### src/rtl/ir_receiver.sv
// ---------------------------------------------------------------------------
// ir_receiver
//   Measures the period of an IR carrier (rising edge to rising edge) and
//   declares the carrier locked after a run of in-range periods. Loses the
//   lock after a run of out-of-range periods, or when no edge arrives for
//   TIMEOUT cycles.
//
// Ports
//   clk            in   system clock, all logic on rising edge
//   rst_n          in   asynchronous active-low reset
//   signalIn       in   raw IR detector output, asynchronous to clk
//   carrier_detect out  high while the carrier is locked
//   period_strobe  out  one-cycle pulse when a new period is available
//   period_out     out  last measured period in clk cycles (17 bits)
//   period_ok      out  period_out lies within [PERIOD_MIN, PERIOD_MAX]
// ---------------------------------------------------------------------------
module ir_receiver #(
    parameter int PERIOD_MIN = 30000,
    parameter int PERIOD_MAX = 36667,
    parameter int LOCK_COUNT = 4,
    parameter int MISS_LIMIT = 2,
    parameter int TIMEOUT    = 73334
) (
    input  logic        clk,
    input  logic        rst_n,
    input  logic        signalIn,
    output logic        carrier_detect,
    output logic        period_strobe,
    output logic [16:0] period_out,
    output logic        period_ok
);

    localparam logic [16:0] MIN_V     = 17'(PERIOD_MIN);
    localparam logic [16:0] MAX_V     = 17'(PERIOD_MAX);
    localparam logic [16:0] TIMEOUT_V = 17'(TIMEOUT);
    localparam logic [7:0]  LOCK_V    = 8'(LOCK_COUNT);
    localparam logic [7:0]  MISS_V    = 8'(MISS_LIMIT);

    typedef enum logic [1:0] {
        IDLE    = 2'd0,
        ACQUIRE = 2'd1,
        LOCKED  = 2'd2
    } state_t;

    state_t      state, state_n;
    logic [7:0]  good_cnt, good_n;
    logic [7:0]  miss_cnt, miss_n;
    logic        sync1, sync2, sync3;
    logic        rise;
    logic        timeout;
    logic        measure;
    logic [16:0] counter;

    function automatic logic in_range(input logic [16:0] p);
        return (p >= MIN_V) && (p <= MAX_V);
    endfunction

    // Stage 1: two-flop synchroniser plus one delay flop for edge detection
    always_ff @(posedge clk or negedge rst_n) begin
        if (!rst_n) begin
            sync1 <= 1'b0;
            sync2 <= 1'b0;
            sync3 <= 1'b0;
        end else begin
            sync1 <= signalIn;
            sync2 <= sync1;
            sync3 <= sync2;
        end
    end

    assign rise = sync2 & ~sync3;

    // Stage 2: period counter. Loads 1 on an edge so that its value on the
    // next edge cycle equals the number of cycles between the two edges.
    always_ff @(posedge clk or negedge rst_n) begin
        if (!rst_n) begin
            counter <= '0;
        end else if (rise) begin
            counter <= 17'd1;
        end else if (counter != TIMEOUT_V) begin
            counter <= counter + 17'd1;
        end
    end

    // An edge on the saturation cycle wins over the timeout.
    assign timeout = (counter == TIMEOUT_V) && !rise;

    always_ff @(posedge clk or negedge rst_n) begin
        if (!rst_n) begin
            state    <= IDLE;
            good_cnt <= '0;
            miss_cnt <= '0;
        end else begin
            state    <= state_n;
            good_cnt <= good_n;
            miss_cnt <= miss_n;
        end
    end

    always_comb begin
        state_n = state;
        good_n  = good_cnt;
        miss_n  = miss_cnt;
        measure = 1'b0;
        case (state)
            IDLE: begin
                // First edge only starts the measurement; nothing to report.
                if (rise) begin
                    state_n = ACQUIRE;
                    good_n  = '0;
                    miss_n  = '0;
                end
            end
            ACQUIRE: begin
                if (rise) begin
                    measure = 1'b1;
                    if (in_range(counter)) begin
                        good_n = good_cnt + 8'd1;
                        if (good_cnt + 8'd1 >= LOCK_V) begin
                            state_n = LOCKED;
                            miss_n  = '0;
                        end
                    end else begin
                        good_n = '0;
                    end
                end else if (timeout) begin
                    state_n = IDLE;
                    good_n  = '0;
                    miss_n  = '0;
                end
            end
            LOCKED: begin
                if (rise) begin
                    measure = 1'b1;
                    if (in_range(counter)) begin
                        miss_n = '0;
                    end else if (miss_cnt + 8'd1 >= MISS_V) begin
                        state_n = ACQUIRE;
                        good_n  = '0;
                        miss_n  = '0;
                    end else begin
                        miss_n = miss_cnt + 8'd1;
                    end
                end else if (timeout) begin
                    state_n = IDLE;
                    good_n  = '0;
                    miss_n  = '0;
                end
            end
            default: begin
                state_n = IDLE;
                good_n  = '0;
                miss_n  = '0;
            end
        endcase
    end

    // Stage 3: registered outputs; period values hold between strobes
    always_ff @(posedge clk or negedge rst_n) begin
        if (!rst_n) begin
            period_strobe  <= 1'b0;
            period_out     <= '0;
            period_ok      <= 1'b0;
            carrier_detect <= 1'b0;
        end else begin
            period_strobe  <= measure;
            carrier_detect <= (state == LOCKED);
            if (measure) begin
                period_out <= counter;
                period_ok  <= in_range(counter);
            end
        end
    end

endmodule

### config.mk
export PLATFORM = sky130hd
export DESIGN_NAME = ir_receiver
export DESIGN_NICKNAME = d
export VERILOG_FILES = /design/src/rtl/ir_receiver.sv
export SDC_FILE = /design/constraint.sdc
export NUM_CORES = 1
export LEC_CHECK = 0
export CORE_UTILIZATION = 52
export DETAILED_ROUTE_END_ITERATION = 6
export GPL_TIMING_DRIVEN = 0
export PLACE_DENSITY = 0.72
export SLEW_MARGIN = 25
export SYNTH_ARGS = -nofsm -noshare
export SYNTH_HDL_FRONTEND = slang
export SYNTH_SLANG_ARGS = --single-unit
### constraint.sdc
create_clock -name clk -period 2.54 [get_ports clk]
set_clock_uncertainty 0.15 [all_clocks]
set_input_delay 0.508 -clock clk [delete_from_list [all_inputs] [get_ports clk]]
set_output_delay 0.508 -clock clk [all_outputs]
set_load 0.1 [all_outputs]
After elaboration in Yosys (flattened, before gate mapping). Index checks and enable logic that the tools add are counted.

Bits in writable memories: 0. Memory bits (read-only): 0. Latch bits: 0. Register bits after elaboration: 58. Memories: 0. Input bits: 3.

Muxes and demuxes: 29. Reduce and logical (&&, ||, !) cells: 9. $lt $le $gt $ge: 4. Eq/ne operators: 9. Multiply operators: 0. Bitwise gates (word level): 2. Add/subtract/negate cells: 3. Divide/modulo/power cells: 0. Shift-type cells: 0.

Operator list (count): two-way mux 8 bit (14); case mux 8 bit (3 select lines) (2); two-way mux 17 bit (2); adder 17 x 1 -> 17 bit (second input constant) (1); equality test 17 bit (second input constant) (1); greater-or-equal comparator 17 x 15 -> 1 bit (second input constant) (1); less-or-equal comparator 17 x 16 -> 1 bit (second input constant) (1); != test 17 bit (second input constant) (1); adder 8 x 1 -> 8 bit (second input constant) (2); two-way mux 2 bit (8); != test 3 bit (second input constant) (4); greater-or-equal comparator 8 x 2 -> 1 bit (second input constant) (1); greater-or-equal comparator 8 x 3 -> 1 bit (second input constant) (1); case mux 2 bit (3 select lines) (1); AND reduction 3 bit (2); AND reduction 5 bit (1); equality test 2 x 1 -> 1 bit (second input constant) (1); equality test 2 bit (second input constant) (1); logical AND 1 bit (2); logical NOT 2 bit (1); two-way mux 1 bit (2); != test 2 bit (second input constant) (1); nonzero test 2 bit (1); OR reduction 2 bit (1); other kinds (3) (3).

Logic depth before layout (Yosys ltp). Gate-level depths: netlist of run 1.

Depth in word-level cells: 7. Depth in mapped cells: 9. Depth with buffers taken out: 8.

Worst setup path before layout of run 1. No wires, ideal clock.

Path type: register to register. Start: register counter[4]. End: register state[0]. Slack: 84 ps. Clock period less this slack: 2456 ps. Arrival time: 2181 ps. Library setup time: 125 ps. Cell stages (with the launch flop): 7. Cell sequence: dfrtp_1 a211o_1 a2111o_1 and3b_4 o211a_4 a2111oi_4 mux2_2.

Word-level cells in the longest chain between the ends: 5.

RTL lines: start: declaration (line 52) `logic [16:0] counter;`; start signal: assignment (line 81) `counter <= counter + 17'd1;`; branches (longest 5 deep; another with greater-or-equal comparator 17 x 15 -> 1 bit); end signal: assignment (line 94) `state <= state_n;`; end: declaration (line 45) `state_t state, state_n;`.

Several ways; the timed one is not identified. A chain may end at the register's enable or synchronous reset.

Worst setup path in the final report of run 1.
Start: register period_out[15]. End: output port period_out[15].

RTL lines: start: declaration (line 29) `output logic [16:0] period_out,`; start signal: assignment (line 169) `period_out <= counter;`.

No word-level cell between the ends.

==> impl_results.md, run 1 <==
- Global-route usage over all layers: 0.211
- Part of the power in registers: 0.368
- Critical Path RT: 1880 ps
- CP max FO: 2
- DRC viols: 0
- ANT nets after route: 0
- H-tree depth: 3
- Hold endpoint: sync2
- Clock root cell: clkbuf_8
- Most instantiated cells after synthesis: 58 x dfrtp_1, 27 x nor2_1, 19 x nand2_1
- Crit start category: flip-flop
- Max Slew Vio Count: 0
- Max Cap Viol: 0
- Layout cells sized above 1: 0.166
- R2r worst-path depth: 6
- Setup crit end kind: output pin
- # clock sinks: 58
- Yosys reg bits: 58
- Share of the yosys chip area belonging to registers: 0.499
- Vias in the first global route: around 2100
- Clock share of power: 0.318
- I/O pins: 23
- Post-DP Area: 3230 um^2
- Antenna cells: 0
- Top_reg_cell synth: dfrtp_1
- Initial antenna violation count: 0
- Synth Area per Inst: ~11 um^2
- Die area: between 5000 and 6000 um^2
- Combinational fraction of design power: 0.313
- Synth warnings: 0
- Family with the most delay on the worst path: buffers and inverters
- Area Growth Syn to Fin: 21.1%
- Area share of the largest cell type after synthesis: 0.499
- Post-synth ARST share: 1.00
- TritonCTS Buffers: 9
- Cell variety after synth: 51
- Hold Startpoint: sync1
- RSZ-0062 raised after global routing: true
- Switching Share: 0.368
- Run status: finished, final reports clean
- Clock transition at the registers of the reported paths: around 60 ps
- Clock Path Buffers: 2
- Max-Slew Margin vs Limit: 0.353
- Final wirelength: 5620 um
- R2R Setup Slk: around 70 ps
- CTS tree: done
- Setup_tns: 0 ps
- CP Depth: 1
- Largest net degree at the start of global routing: 31
- CP max-delay cell: clkdlybuf4s50_1
- Power Density: between 800 and 900 nW/um^2
- Die Wd: around 77 um
- Pleak: about 1.6 nW
- Post-synthesis cell count: roughly 270
- Final HPWL DP: around 4000 um
- Peak supply drop: between 0.6 and 0.7 mV
- R2r startpoint: counter[4]
- Top cells by area, synth: dfrtp_1 50%, mux2_2 6.6%, ha_1 4.7%
- Total grt overflow: 0
- Max Clock Freq: between 400 and 500 MHz
- Post-synth EDFFs: 0
- Nets: approximately 320
- Via count: 2164
- # Post-CTS Setup Buffers: 0
- Top-count cell post-synth: dfrtp_1
- R2r endpoint: state[1]
- HP Class: flip-flop to flip-flop
- First-pass GRT wire length: 9760 um
- Worst slew pin tran: approximately 970 ps
- Internal: 1.87 mW
- CP max stage delay: around 1100 ps
- Final core utilization: 0.672
- Worst Path Buf+Inv: 1
- Crit path time final: 2480 ps
- Critical path class: flip-flop to output pin
- Clk_lat worst skew: 340 ps
- DRT iter0 DRCs: approximately 120
- Final hold viol count: 0
- Fin crit share: 0.977
- Final setup vio count: 0
- Post-synth net total: around 290
- Worst path cell trace: clkdlybuf4s50_1
- Area leader, netlist: dfrtp_1
- Total Power: between 2 and 3 mW
- Pre-Repair DR Iteration Count: 4
- I/O Buffers: 22
- GP Congestion: 0.862
- Hold Path Depth: 0
- Via density: between 5 and 6
- Row Count: 26
- Post-route cell area: between 3000 and 4000 um^2
- Initial core utilization: 0.555
- Die height: around 77 um
- Synthesized area: around 2900 um^2
- Core area: between 5000 and 6000 um^2
- WL/cell: between 10 and 15 um
- Sw power: roughly 1.1 mW
- Crit path DAT: between 1500 and 2000 ps
==> stage by stage <==
| step | setup slack (ps) | std cells | hold WS (ps) |
|---|---|---|---|
| after floorplan | 83.8 | 274 | 62.4 |
| after global placement | -964 | 366 | 183 |
| after detailed placement | -106 | 367 | 188 |
| after CTS | 5.50 | 384 | 202 |
| after global routing | -4.80 | 383 | 210 |
| final | 58.8 | 383 | 197 |
==> cells in the final DEF (no fill, tap or decap), drive strengths merged, types with 3 or more instances in the layout <==
cell	Yosys	routed
dfrtp	58	58
nor2	27	27
clkdlybuf4s50	0	21
nand2	19	19
nand3	18	18
mux2	17	17
clkbuf	5	14
inv	11	11
xor2	11	11
ha	11	11
and3	9	9
o21ai	8	8
nor2b	7	7
a21oi	7	7
xnor2	6	6
a31oi	6	6
a211oi	6	6
buf	2	5
o31ai	4	4
nor3	3	3
o22ai	3	3
nor4	3	3
==> cells by family (layout without fill, tap and decap cells) <==
family          Yosys count  in the layout  synth area share
simple gates            103            103             0.183
flops                    58             58             0.499
compound gates           49             49             0.124
mux                      18             18            0.0693
buf+inv                  18             57            0.0250
xor+xnor                 17             17            0.0512
fa+ha+maj                11             11            0.0474
==> registers in the layout (all words and copies together) (netlist names), 2 cells and up <==
register,flops
period_out,17
counter,17
state,2
miss_cnt,8
good_cnt,8
==> area by class of cell <==
cell class                 count  area [um^2]
tap                           70         87.6
buffer                         6         30.0
clock buffer                  11          141
timing repair buffer          24          248
fill                         408         1720
inverter                      11         41.3
clock inverter                 5         77.6
sequential                    58         1460
multi-input combinational    198         1440
==> worst max path at each step <==
stage | start | to
floorplan | counter[4] | state[0]
global placement | rst_n | miss_cnt[6]
detailed placement | counter[6] | state[1]
CTS | good_cnt[0] | state[1]
global route | counter[4] | state[1]
finish | period_out[15] | period_out[15]
==> power by group through the flow <==
stage                     clock, mW  combinational [mW]  sequential (mW)
after global routing          0.990                1.01             1.11
after detailed placement          0               0.910             1.11
after CTS                     0.956               0.917             1.09
after floorplan                   0               0.396             1.40
after global placement            0               0.892             1.10
final                         0.944               0.929             1.09
==> what timing repair did <==
| item | CTS | global route |
|---|---|---|
| cloned | 0 | 0 |
| pin swaps | 2 | 3 |
| hold endpoints to repair | 28 | 0 |
| hold buffers | 1 | 0 |
| resized for setup | 6 | 11 |
| setup endpoints to repair | 6 | 19 |
==> per-layer routing <==
metal / up-vias / share of wire / global-route usage
met5: - / 0 / 0
li1: 1057 / - / -
met1: 1055 / 0.50 / 0.288
met3: 12 / 0.032 / 0.0381
met2: 40 / 0.45 / 0.318
met4: 0 / 0.023 / 0.119
No activity file was read; power rests on OpenSTA's default activity.
==> inputs of run 2 (changes only) <==
--- a/config.mk
+++ b/config.mk
@@ -5,10 +5,10 @@
 export SDC_FILE = /design/constraint.sdc
 export NUM_CORES = 1
 export LEC_CHECK = 0
-export CORE_UTILIZATION = 52
+export CORE_UTILIZATION = 50
 export DETAILED_ROUTE_END_ITERATION = 6
 export GPL_TIMING_DRIVEN = 0
-export PLACE_DENSITY = 0.72
+export PLACE_DENSITY = 0.7
 export SLEW_MARGIN = 25
 export SYNTH_ARGS = -nofsm -noshare
 export SYNTH_HDL_FRONTEND = slang
==> run 2 against run 1 <==
Effect of this change:
- global-route usage is 0.51 points lower
- fmax increased by 0.35%
- sequential power is essentially flat
- final area decreased by 1.4%
- combinational power is 0.9% lower
- utilization down 4.5 points
- worst setup slack improved by 8.6 ps
- final cell count up 1.0%
- critical path type unchanged
- critical endpoint unchanged
- largest cell class unchanged
- highest routed layer unchanged
==> impl_results.md, run 2 (synthesis results as in run 1) <==
- Worst Path Buf+Inv: 1
- Post-route cell area: about 3500 um^2
- Area Growth Syn to Fin: 19.5%
- CTS tree: done
- # clock sinks: 58
- Power Density: 802 nW/um^2
- Worst slew pin tran: between 900 and 1000 ps
- Initial core utilization: 0.525
- Clock transition at the registers of the reported paths: approximately 60 ps
- Fin worst setup slack: slightly below 70 ps
- Max Slew Vio Count: 0
- RSZ-0062 raised after global routing: true
- Clock root cell: clkbuf_8
- Final hold viol count: 0
- Global-route usage over all layers: 0.206
- I/O Buffers: 22
- Total Power: about 2.8 mW
- CP max FO: 2
- Family with the most delay on the worst path: buffers and inverters
- Area of the multi-input gates: about 1400 um^2
- CP max-delay cell: clkdlybuf4s50_1
- Via density: roughly 5.6
- Die area: 6120 um^2
- Core area: between 5000 and 6000 um^2
- Die height: 78.2 um
- Clock Path Buffers: 2
- Top Registers: counter: 17 flops, period_out: 17 flops
- Max-Slew Margin vs Limit: 0.348
- Crit path DAT: 1810 ps
- Register area: approximately 1500 um^2
- Crit start category: flip-flop
- Total grt overflow: 0
- Max Cap Viol: 0
- Hold WS: between 150 and 200 ps
- ANT nets after route: 0
- Clk_lat worst skew: about 340 ps
- Via count: 2159
- I/O pins: 23
- DRC viols: 0
- TritonCTS Buffers: 9
- Post-DP Area: about 3200 um^2
- Critical Path RT: 1880 ps
- Vias in the first global route: a little over 2000
- Setup_tns: 0 ps
- Pre-Repair DR Iteration Count: 5
- DRT iter0 DRCs: about 110
- First-pass GRT wire length: roughly 9700 um
- Crit path time final: 2470 ps
- Setup crit end kind: output pin
- Antenna cells: 0
- Peak supply drop: about 0.42 mV
- Fillers: about 460
- Max Clock Freq: 404 MHz
- CP max stage delay: ~1100 ps
- Final setup vio count: 0
- Largest net degree at the start of global routing: 31
- Layout cells sized above 1: 0.168
- Most common cell after layout, fill and taps aside: dfrtp_1
- H-tree depth: 3
- Run status: finished, final reports clean
- Pleak: about 1.6 nW
- Die Wd: 78.2 um
- Most frequent cells in the layout: 54 x dfrtp_1, 25 x nor2_1, 21 x clkdlybuf4s50_1, 19 x nand2_1, 18 x nand3_1
- HP Class: flip-flop to flip-flop
- Fin crit share: 0.973
- Row Count: 27
- Final HPWL DP: around 3900 um
- Critical path class: flip-flop to output pin
- Initial antenna violation count: 0
- Nets: between 300 and 400
- Worst path cell trace: clkdlybuf4s50_1
- WL/cell: between 10 and 15 um
- Setup slack at placement: -87.5 ps
- GP Congestion: about 0.83
- Final wirelength: between 5000 and 6000 um
run 2: area by class of cell:
| type | count | area share |
|---|---|---|
| flip-flops and latches | 58 | 0.419 |
| well taps | 72 | 0.0259 |
| repair buffers | 26 | 0.0757 |
| inverters | 11 | 0.0119 |
| clock inverters | 2 | 0.00288 |
| multi-input cells | 198 | 0.407 |
| plain buffers | 6 | 0.00757 |
| clock buffers | 14 | 0.0497 |
run 2: final timing paths:
kind / from / cells past startpoint / to / slack [ps]
max: period_out[15] / 1 / period_out[15] / 70
min: sync1 / 0 / sync2 / 200
max reg2reg: counter[3] / 7 / good_cnt[3] / 70
min reg2reg: sync1 / 0 / sync2 / 200
max in group asynchronous: rst_n / 3 / counter[5] / 1260
min in group asynchronous: rst_n / 2 / period_out[12] / 480
run 2: per-stage QoR:
step	utilization	cells
floorplan	-	274
global placement	0.581	368
detailed placement	0.584	369
CTS	0.620	386
global route	0.627	387
finish	0.627	387
run 2: worst register-to-register path: stages (launching register included):
cell      delay [ps]
dfrtp_1          450
or4_1            600
nor2_4           170
a31oi_1          130
or2_1            220
clkbuf_1         200
o31ai_1          290
o31ai_1          130
run 2: power breakdown:
group          internal (mW)  total, mW  switching [mW]  leakage [nW]
Clock                  0.431      0.778           0.346        0.0965
Sequential              1.01       1.09          0.0778         0.782
Combinational          0.284      0.921           0.637         0.724
run 2: routing by layer:
metal  GRT usage  share of wire  wire [um]  up-vias
met3      0.0419          0.036        201       15
met2       0.296           0.44       2430       47
met5           0              0          0        -
li1            -              -          -     1058
met1       0.291           0.50       2770     1039
met4       0.117          0.027        152        0
run 2: repair_timing:
| item | 4_1_cts | 5_1_grt |
|---|---|---|
| setup endpoints to repair | 6 | 21 |
| hold buffers | 1 | 0 |
| pin swaps | 1 | 1 |
| hold endpoints to repair | 28 | 0 |
| setup buffers | 0 | 2 |
| resized for setup | 3 | 10 |
==> inputs of run 3 (changes only) <==
--- a/config.mk
+++ b/config.mk
@@ -8,8 +8,8 @@
 export CORE_UTILIZATION = 50
 export DETAILED_ROUTE_END_ITERATION = 6
 export GPL_TIMING_DRIVEN = 0
+export MAX_ROUTING_LAYER = met4
 export PLACE_DENSITY = 0.7
-export SLEW_MARGIN = 25
 export SYNTH_ARGS = -nofsm -noshare
 export SYNTH_HDL_FRONTEND = slang
 export SYNTH_SLANG_ARGS = --single-unit
==> constraint.sdc (replaced) <==
create_clock -name clk -period 2.1 [get_ports clk]
set_clock_uncertainty 0.15 [all_clocks]
set_input_delay 0.42 -clock clk [delete_from_list [all_inputs] [get_ports clk]]
set_output_delay 0.42 -clock clk [all_outputs]
set_load 0.1 [all_outputs]
==> run 3 against run 2 <==
Effect of this change:
- the run now ends with hold timing, setup timing left
- sequential power increased by 20%
- worst setup slack got worse by 440 ps
- via count increased by 6.2%
- highest routed layer unchanged
- utilization increased by 6.0 points
- sequential cell count unchanged
- critical path type is now flip-flop to flip-flop
- largest cell class is now multi-input combinational cells
==> impl_results.md, run 3 (synthesis results as in run 1) <==
- Run status: finished, violations left
- Failing checks: hold timing, setup timing
- DRT iter0 DRCs: 97
- TritonCTS Buffers: 9
- Family with the most delay on the worst path: compound AO/OA/AOI/OAI gates
- Final core utilization: 0.687
- Worst Path Buf+Inv: 0
- Fin crit share: 1.18
- HP Class: input port to asynchronous set/reset pin
- Pre-Repair DR Iteration Count: 4
- Clock transition at the registers of the reported paths: roughly 70 ps
- Final setup vio count: 25
- Die Wd: 78.2 um
- Worst path cell trace: ha_2 -> a21boi_0 -> a21o_1 -> a32oi_1 -> o211ai_1 -> a2111oi_4 -> mux2_4
- GP Congestion: just over 0.8
- Area Growth Syn to Fin: 30.9%
- Initial core utilization: 0.525
- Nets: between 300 and 400
- M3 GR Usage: 0.0640
- Antenna cells: 0
- Final wirelength: between 6000 and 7000 um
- Most frequent cells in the layout: 52 x dfrtp_1, 25 x nor2_1, 20 x buf_4, 18 x nand2_1
- Clock Path Buffers: 2
- CP max FO: 7
- Top Registers: counter: 17 flops, period_out: 17 flops
- # clock sinks: a little under 60
- Final HPWL DP: between 4000 and 5000 um
- Crit start category: flip-flop
- Most common cell after layout, fill and taps aside: dfrtp_1
- Setup crit end kind: flip-flop
- Post-route cell area: between 3000 and 4000 um^2
- WL/cell: 16.7 um
- Max-Slew Margin vs Limit: 0.372
- Crit path time final: ~2500 ps
- ANT nets after route: 0
- Fin worst setup slack: -372 ps
- Layout cells sized above 1: 0.355
- GR Util met2: 0.351
- Largest net degree at the start of global routing: 35
- Peak supply drop: approximately 1.0 mV
- Final hold viol count: 3
- Post-DP Area: roughly 3300 um^2
- Die height: about 80 um
- Row Count: 27
- Critical Path RT: ~2200 ps
- Power Density: roughly 1000 nW/um^2
- Total grt overflow: 0
- I/O pins: 23
- Max Slew Vio Count: 0
- Max Cap Viol: 0
- Busiest grt layer: met2
- Critical path class: flip-flop to flip-flop
- I/O Buffers: 22
- Crit path DAT: around 2600 ps
- Clk_lat worst skew: around 340 ps
- Via count: roughly 2300
- Vias in the first global route: about 2200
- Die area: slightly above 6000 um^2
- Initial antenna violation count: 0
- Hold WS: -0.920 ps
- Pleak: ~1.8 nW
- H-tree depth: 3
- Hold_buf cts: 0
- Clock root cell: clkbuf_8
- Global-route usage over all layers: 0.239
- Via density: about 5.7
- Setup_tns: -3560 ps
- CP max stage delay: 450 ps
- DRC viols: 0
- First-pass GRT wire length: approximately 11000 um
- CP max-delay cell: dfrtp_2
- CTS tree: done
- Core area: approximately 5500 um^2
- Max Clock Freq: between 400 and 500 MHz
- RSZ-0062 raised after global routing: true
- Met1 Resource Use GR: 0.309
- Worst slew pin tran: 945 ps
-- run 3: cell types whose count changed in the layout (fill, tap and decap cells not counted), sizes merged --
cell / change
clkdlybuf4s50: -20
clkinvlp: +2
clkinv: -2
dlygate4sd3: -1
clkbuf: +9
clkdlybuf4s15: +7
bufinv: +2
buf: +20
-- run 3: final timing paths --
check / start / to / slack [ps] / depth (start not counted)
max in group asynchronous: rst_n / counter[4] / 1190 / 2
worst min register to register: sync1 / sync2 / 220 / 0
worst max-delay path: good_cnt[0] / state[0] / -370 / 7
worst max register to register: good_cnt[0] / state[0] / -370 / 7
worst min-delay path: rst_n / miss_cnt[5] / -0.9 / 1
min in group clk: sync1 / sync2 / 220 / 0
-- run 3: layer usage --
metal | share of wire | vias to the layer above
met5 | 0 | -
met4 | 0.024 | 0
met3 | 0.036 | 15
met2 | 0.49 | 42
met1 | 0.45 | 1144
li1 | - | 1092
-- run 3: through the flow --
step	instances	worst slack, ps	power [mW]	hold slack, ps
4_1_cts	394	-339	3.75	26.2
5_1_grt	404	-468	3.96	59.4
2_1_floorplan	274	-173	2.23	-25.6
6_report	404	-372	3.80	-0.920
3_5_place_dp	369	-362	2.50	200
3_3_place_gp	368	-1370	2.48	187
-- run 3: where the power goes --
part | total, mW | internal, mW | switching, mW
clock | 1.19 | 0.726 | 0.464
sequential | 1.31 | 1.22 | 0.0924
combinational | 1.30 | 0.420 | 0.876
-- run 3: worst register-to-register path: stages (launching register included) --
cell and delay (ps):
dfrtp_2 450, ha_2 250, a21boi_0 140, a21o_1 180
a32oi_1 190, o211ai_1 230, a2111oi_4 440, mux2_4 330
-- run 3: area by class of cell --
| cell class | count | area (um^2) |
|---|---|---|
| multi-input cells | 198 | 1600 |
| plain buffers | 5 | 26.3 |
| clock inverters | 4 | 75.1 |
| inverters | 11 | 41.3 |
| well taps | 72 | 90.1 |
| repair buffers | 45 | 360 |
| flip-flops and latches | 58 | 1460 |
| clock buffers | 11 | 151 |
| fillers | 438 | 1740 |
-- run 3: timing repair --
action | in CTS | in global routing
endpoints found under the setup margin | 55 | 48
gates resized for setup | 72 | 37
pin swaps | 12 | 13
buffers inserted | 12 | 11
